## src/rtl/debounce_pulser_pkg.sv

```systemverilog
// Shared definitions for the input-conditioning blocks: the 2-bit
// debounce state encodings and a parameter-range helper.
package debounce_pulser_pkg;

   // Fixed encodings, so other input-conditioning blocks decode the same way.
   localparam logic [1:0] ST_LOW     = 2'd0;
   localparam logic [1:0] ST_TO_HIGH = 2'd1;
   localparam logic [1:0] ST_HIGH    = 2'd2;
   localparam logic [1:0] ST_TO_LOW  = 2'd3;

   typedef enum logic [1:0] {
      LOW     = ST_LOW,
      TO_HIGH = ST_TO_HIGH,
      HIGH    = ST_HIGH,
      TO_LOW  = ST_TO_LOW
   } state_t;

   // True when a settle count fits the counter: 1 .. 2**size.
   function automatic bit settle_ok(input int size, input int settle);
      return (settle >= 1) && (settle <= (1 << size));
   endfunction

endpackage

```

## src/rtl/debounce_pulser_input_sync.sv

```systemverilog
// Two-flop synchronizer for an asynchronous pin; clears to 0 on reset.
module input_sync (
   input  logic clock,
   input  logic reset,
   input  logic d_i,
   output logic q_o
);

   logic meta;

   // Shift the raw pin through two flops to settle metastability.
   always_ff @(posedge clock) begin
      if (reset) begin
         meta <= 1'b0;
         q_o  <= 1'b0;
      end else begin
         meta <= d_i;
         q_o  <= meta;
      end
   end

endmodule

```

## src/rtl/debounce_pulser.sv

```systemverilog
// Debouncer: synchronizes a raw switch line, accepts a level change only
// after Settle consecutive stable cycles, and emits one-cycle press /
// release pulses on each accepted change.
//
// State is held in 'state' (state_t). A change of the synchronized input
// moves the FSM into a transitional state; any reversal there returns to
// the previous steady state with no pulse, and the next attempt restarts
// the counter at 0.
module debounce_pulser
   import debounce_pulser_pkg::*;
#(
   parameter int Size   = 8,
   parameter int Settle = 200
) (
   input  logic clock,
   input  logic reset,
   input  logic button_i,
   output logic level_o,
   output logic press_o,
   output logic release_o
);

   generate
      if (!settle_ok(Size, Settle)) begin : g_bad_settle
         $error("debounce_pulser: Settle=%0d out of range 1..2**%0d", Settle, Size);
      end
   endgenerate

   // Terminal count; Settle = 2**Size gives all-ones, so cnt never wraps.
   localparam logic [Size-1:0] CNT_LAST = Size'(Settle - 1);

   logic            s;
   state_t          state, state_next;
   logic [Size-1:0] cnt, cnt_next;
   logic            level_next, press_next, release_next;

   input_sync u_sync (
      .clock (clock),
      .reset (reset),
      .d_i   (button_i),
      .q_o   (s)
   );

   // State, counter and registered outputs; reset discards any settle.
   always_ff @(posedge clock) begin
      if (reset) begin
         state     <= LOW;
         cnt       <= '0;
         level_o   <= 1'b0;
         press_o   <= 1'b0;
         release_o <= 1'b0;
      end else begin
         state     <= state_next;
         cnt       <= cnt_next;
         level_o   <= level_next;
         press_o   <= press_next;
         release_o <= release_next;
      end
   end

   // Next-state logic; pulses default low so they last exactly one cycle.
   always_comb begin
      state_next   = state;
      cnt_next     = cnt;
      level_next   = level_o;
      press_next   = 1'b0;
      release_next = 1'b0;
      case (state)
         LOW: begin
            if (s) begin
               state_next = TO_HIGH;
               cnt_next   = '0;
            end
         end
         TO_HIGH: begin
            if (!s) begin
               state_next = LOW;
            end else if (cnt == CNT_LAST) begin
               state_next = HIGH;
               level_next = 1'b1;
               press_next = 1'b1;
            end else begin
               cnt_next = cnt + 1'b1;
            end
         end
         HIGH: begin
            if (!s) begin
               state_next = TO_LOW;
               cnt_next   = '0;
            end
         end
         TO_LOW: begin
            if (s) begin
               state_next = HIGH;
            end else if (cnt == CNT_LAST) begin
               state_next   = LOW;
               level_next   = 1'b0;
               release_next = 1'b1;
            end else begin
               cnt_next = cnt + 1'b1;
            end
         end
         default: begin
            state_next = LOW;
         end
      endcase
   end

endmodule

```

## config.mk

```make
export PLATFORM = sky130hd
export DESIGN_NAME = debounce_pulser
export DESIGN_NICKNAME = d
export VERILOG_FILES = /design/src/rtl/debounce_pulser_pkg.sv /design/src/rtl/debounce_pulser_input_sync.sv /design/src/rtl/debounce_pulser.sv
export SDC_FILE = /design/constraint.sdc
export NUM_CORES = 1
export LEC_CHECK = 0
export CAP_MARGIN = 10
export CORE_MARGIN = 2
export CORE_UTILIZATION = 48
export DETAILED_ROUTE_END_ITERATION = 8
export PLACE_DENSITY_LB_ADDON = 0.3
export SYNTH_ARGS = -nofsm -noshare
export SYNTH_HDL_FRONTEND = slang
export SYNTH_HIERARCHICAL = 1
export SYNTH_SLANG_ARGS = --single-unit
```

## constraint.sdc

```tcl
create_clock -name clock -period 1.7 [get_ports clock]
set_input_delay 0.34 -clock clock [delete_from_list [all_inputs] [get_ports clock]]
set_output_delay 0.34 -clock clock [all_outputs]
set_load 0.01 [all_outputs]
```

==> metrics, run 1 <==
Floorplan Core Area=1320 sq um; Hold/Removal Path Class=flop to flop; worst-margin pin slew=0.322 ns; post-DR wirelength/cell=13.0 um; layout cells sized above 1=15.1%; Non-Filler Instances=101; Synth top area share=43.8%; Slew headroom=78.4%; Longest Clk Path Bufs=2; total gr overflow=0; Nets=91; Setup Skew=0.00279 ns; Reg area=300 sq um; Avg Inst Size Synth=8.90 sq um; Mapped Nets=81; worst-path fanout max=4; CP max stage cell=or4b_4; chip height=41.8 um; worst path arrival time=1.82 ns; post-cts sizing count=0; pwr/cell area=765 nW/um^2; Iter 0 DRT Violations=14; Hold EP=u_sync/q_o$_SDFF_PP0_; Worst Reg-to-Reg Cells=4; final critical-path required period=1.60 ns; max-slew violation count=0; Cell Area, Synth=686 sq um; # hold bufs at CTS=0; WHS Path Cells=1; Worst-path clk slew=0.08 ns; most common cell in the netlist=dfxtp_1; Top-Level Pins=6; unrepaired setup endpoints after global routing=false; Gate Count Post-Synth=77; largest net degree at the start of global routing=10; Synth area leader=dfxtp_1; CTS tree=done; post-CTS setup buffer count=0; Port-buffer cells=5; initial antenna violation count=0; DRT Pass-1 Iters=4; gp weighted congestion=0.833; Clock Sinks=15; Num CTS Buffers=3; R2R Path End=cnt[0]$_SDFFE_PP0P_; worst skew pair latency=0.28 ns; Site Rows=13; Initial Utilization=52.0%; DRT antenna net count=0; ys flop type=dfxtp_1; Max Freq=624 MHz; drt drc=0; first-pass GRT wire length=2390 um; Placed Instances=97; vias post-DR=557; endpoints failing setup=0; H-tree depth=1; pre-CTS WS=0.0899 ns; Post-DP HPWL=959 um; Fin. Hold Viols=0; post-synth cell types=31; fill count=120; crit end category=flop; Total Routing Usage GR=17.5%; Worst path max stage delay=0.57 ns; Layout area overhead=15.7%; run status=finished clean; setup tns final=0 ns; Multi-input gate area=375 sq um; Die Area=1750 sq um; Seq cells post-synth=15; EDFF count, synth=0; Die Wd=41.8 um; vias in the first global route=549; crit path cell chain=or4b_4 > nor2_2 > mux2_2 > a21oi_1; Setup CP Type=flop to flop; post-synthesis sequential area ratio=43.8%; n_diodes=0; total routed wirelength=1310 um; clk root buf=clkbuf_4; DR vias/cell=5.51; Warnings, synthesis=6; CP Launch Point=cnt[5]$_SDFFE_PP0P_; Async S/R FF share, synth=0%; Top delay family on crit path=simple AND/OR/NAND/NOR gates; setup ws final=0.0984 ns; static leakage=0.261 nW; leading cell types by count after synthesis=dfxtp_1, nand2_1, a21oi_1, nand3_1, nor2_1; Synth area leaders=dfxtp_1, xor2_1, nand2_1, a21oi_1, nand3_1; hold wc startpoint=u_sync/meta$_SDFF_PP0_; CP bufs+invs=0; VDD IR max=526 uV; Final period util=94.2%; reg-to-reg startpoint=cnt[5]$_SDFFE_PP0P_; crit path launch type=flop; MaxCap Viol Count=0; Req. time, crit path=1.91 ns; R2R Setup Slk=0.1 ns
==> worst max-delay path by stage <==
stage | end | slack, ns | depth (start not counted)
detailed placement | cnt[0]$_SDFFE_PP0P_ | 0.09 | 4
global route | cnt[0]$_SDFFE_PP0P_ | 0.008 | 4
CTS | cnt[0]$_SDFFE_PP0P_ | 0.07 | 4
floorplan | cnt[0]$_SDFFE_PP0P_ | 0.16 | 4
finish | cnt[0]$_SDFFE_PP0P_ | 0.1 | 4
global placement | cnt[1]$_SDFFE_PP0P_ | 0.12 | 4
==> final cells by class <==
type / instances / share of cell area, %
multi-input combinational: 59 / 47.3
sequential: 15 / 37.9
timing repair buffer: 8 / 9.15
clock buffer: 4 / 3.31
tap: 15 / 2.37
==> cells in the final DEF, fill, tap and decap left out, drive strengths merged <==
cell	synthesis	layout
a21boi	1	1
a21oi	6	6
a31oi	1	1
and2	1	1
and3	2	2
buf	1	3
clkbuf	2	4
clkdlybuf4s50	0	5
dfxtp	15	15
ha	1	1
mux2	2	2
nand2	9	9
nand3	6	6
nand3b	1	1
nand4	2	2
nor2	5	5
nor2b	2	2
nor3	1	1
nor4b	2	2
o211ai	1	1
o21ai	2	2
o21bai	1	1
o22ai	1	1
o31ai	1	1
or2	2	2
or3	2	2
or4	1	1
or4b	1	1
xnor2	1	1
xor2	4	4
==> metrics by stage <==
stage / utilization, % / instance area (sq um) / power, mW / hold slack, ns
3_5_place_dp: 58.0 / 764 / 0.414 / 0.437
3_3_place_gp: 58.0 / 764 / 0.414 / 0.431
6_report: 60.2 / 793 / 0.607 / 0.454
5_1_grt: 60.2 / 793 / 0.633 / 0.464
2_1_floorplan: - / 686 / 0.393 / 0.412
4_1_cts: 60.0 / 791 / 0.610 / 0.460
==> report_power, final <==
part / internal, mW / leakage, nW / switching [mW]
sequential: 0.358 / 0.121 / 0.00645
combinational: 0.0227 / 0.125 / 0.0191
clock: 0.0909 / 0.0150 / 0.109
total: 0.472 / 0.261 / 0.135
==> flip-flops by register name, summed over array words and instances, names as in the netlist, named ones only <==
signal and flops:
level_o 1, release_o 1, u_sync/meta 1, u_sync/q_o 1
press_o 1, state 1, cnt 8
==> kinds of logic (layout without fill, tap and decap cells) <==
| family | after synthesis | in the layout | share of synthesized area [%] |
|---|---|---|---|
| adders and majority gates | 1 | 1 | 1.82 |
| DFF | 15 | 15 | 43.8 |
| muxes | 2 | 2 | 3.28 |
| and+or+nand+nor | 37 | 37 | 30.8 |
| AOI/OAI and AO/OA | 14 | 14 | 12.0 |
| buffers and inverters | 3 | 12 | 1.82 |
| xor gates and xnor gates | 5 | 5 | 6.39 |
==> per-layer routing <==
layer | vias up | routed length (um) | track usage, %
met5 | - | 0 | 0
met4 | 0 | 12 | 8.39
met3 | 2 | 60 | 3.91
met2 | 12 | 646 | 29.1
met1 | 253 | 595 | 21.0
li1 | 290 | - | -
Note: power is estimated with default switching activity, not from simulation.
==> run 2, diff against run 1 <==
Settings changed: DONT_BUFFER_PORTS set to 1.
==> metrics, run 2 (same netlist as run 1, synthesis figures left out) <==
total power=0.588 mW (was 0.607 mW); CTS tree=done (unchanged); post-DR wirelength/cell=12.7 um (was 13.0 um); total gr overflow=0 (unchanged); switch share=21.8% (was 22.2%); clock power share=34.0% (was 33.0%); DRT Pass-1 Iters=4 (unchanged); crit path launch type=flop (unchanged); CP max stage cell=or4b_4 (unchanged); Site Rows=13 (unchanged); gp weighted congestion=0.747 (was 0.833); worst-margin pin slew=0.325 ns (was 0.322 ns); Num CTS Buffers=3 (unchanged); worst-path fanout max=6 (was 4); DR vias/cell=5.67 (was 5.51); P_sw=0.128 mW (was 0.135 mW); max-slew violation count=0 (unchanged); Floorplan Core Area=1320 sq um (unchanged); worst skew pair latency=0.28 ns (about the same); clk root buf=clkbuf_4 (unchanged); unrepaired setup endpoints after global routing=false (unchanged); Longest Clk Path Bufs=2 (unchanged); commonest non-fill, non-tap cell in the layout=dfxtp_1 (unchanged); Worst path max stage delay=0.56 ns (was 0.57 ns); Iter 0 DRT Violations=27 (was 14); Setup Skew=0.000682 ns (was 0.00279 ns); Layout area overhead=7.30% (was 15.7%); Worst-path clk slew=0.08 ns (about the same); pwr/cell area=799 nW/um^2 (was 765 nW/um^2); setup ws final=0.0954 ns (was 0.0984 ns); Setup CP Type=flop to flop (unchanged); Req. time, crit path=1.92 ns (was 1.91 ns); Slew headroom=78.2% (was 78.4%); Top delay family on crit path=simple AND/OR/NAND/NOR gates (unchanged); setup tns final=0 ns (unchanged); vias post-DR=539 (was 557); Clock Sinks=15 (unchanged); H-tree depth=1 (unchanged); post-CTS setup buffer count=0 (unchanged); endpoints failing setup=0 (unchanged); drt drc=0 (unchanged); vias in the first global route=523 (was 549); DRT antenna net count=0 (unchanged); Post-DP HPWL=877 um (was 959 um); worst path arrival time=1.82 ns (about the same); first-pass GRT wire length=2080 um (was 2390 um); Final period util=94.4% (was 94.2%); pre-CTS WS=0.0688 ns (was 0.0899 ns); VDD IR max=443 uV (was 526 uV); Pint=0.460 mW (was 0.472 mW); final critical-path required period=1.60 ns (about the same); Initial Utilization=52.0% (unchanged); Nets=85 (was 91); CP bufs+invs=0 (unchanged); crit end category=flop (unchanged); layout cells sized above 1=15.0% (was 15.1%); most frequent cells in the layout=dfxtp_1, nand2_1, nand3_1, a21oi_1 (was dfxtp_1, nand2_1, nand3_1, a21oi_1, clkdlybuf4s50_1); static leakage=0.238 nW (was 0.261 nW); chip height=41.8 um (unchanged); Die Area=1750 sq um (unchanged); Biggest register=cnt (unchanged); Port-buffer cells=0 (was 5); crit path cell chain=or4b_4 > nor2_2 > mux2_2 > a21oi_1 (unchanged); # hold bufs at CTS=0 (unchanged); initial antenna violation count=0 (unchanged); n_diodes=0 (unchanged); Total Routing Usage GR=15.4% (was 17.5%); Hold/Removal Path Class=input pin to flop (was flop to flop); sequential power share=62.5% (was 60.1%); MaxCap Viol Count=0 (unchanged); post-cts sizing count=0 (unchanged); Top-Level Pins=6 (unchanged); Die Wd=41.8 um (unchanged); total routed wirelength=1210 um (was 1310 um); Comb pwr share=3.5% (was 6.9%); Largest register FFs=8 (unchanged); Max Freq=623 MHz (was 624 MHz); largest net degree at the start of global routing=14 (was 10); run status=finished clean (unchanged); Fin. Hold Viols=0 (unchanged)
run 2: area by class of cell:
class | count | area, sq um
clock buffer | 4 | 26.3
fill | 127 | 582
multi-input combinational | 59 | 375
sequential | 15 | 300
tap | 15 | 18.8
timing repair buffer | 2 | 15.0
run 2: power groups by stage:
stage | combinational, mW | sequential [mW] | clock [mW]
floorplan | 0.0213 | 0.372 | 0
global placement | 0.0202 | 0.376 | 0
detailed placement | 0.0206 | 0.376 | 0
CTS | 0.0208 | 0.368 | 0.209
global route | 0.0236 | 0.369 | 0.221
finish | 0.0204 | 0.368 | 0.200
run 2: final timing paths:
check | from | endpoint | slack [ns] | cells past startpoint
max | cnt[3]$_SDFFE_PP0P_ | cnt[0]$_SDFFE_PP0P_ | 0.1 | 4
min | reset | cnt[1]$_SDFFE_PP0P_ | 0.11 | 1
max reg2reg | cnt[3]$_SDFFE_PP0P_ | cnt[0]$_SDFFE_PP0P_ | 0.1 | 4
min reg2reg | u_sync/meta$_SDFF_PP0_ | u_sync/q_o$_SDFF_PP0_ | 0.45 | 1
run 2: layer usage:
metal	GRT usage (%)	vias to the layer above	part of all wire (%)
li1	-	281	-
met1	18.5	247	48
met2	25.3	9	47
met3	2.61	2	4.3
met4	9.68	0	0.91
met5	0	-	0
run 2: worst register-to-register path, delay by kind of cell (launching register included):
kind	cells	cell delay [ns]
flip-flops	1	0.36
AND/OR/NAND/NOR	2	0.72
multiplexers	1	0.34
AO/OA/AOI/OAI	1	0.13
run 2: per-stage QoR:
step / util, % / cells / hold slack, ns / area, sq um
2_1_floorplan: - / 77 / 0.412 / 686
3_3_place_gp: 53.7 / 91 / 0.411 / 707
3_5_place_dp: 53.7 / 91 / 0.413 / 707
4_1_cts: 55.7 / 95 / 0.105 / 733
5_1_grt: 55.8 / 95 / 0.0998 / 736
6_report: 55.8 / 95 / 0.114 / 736
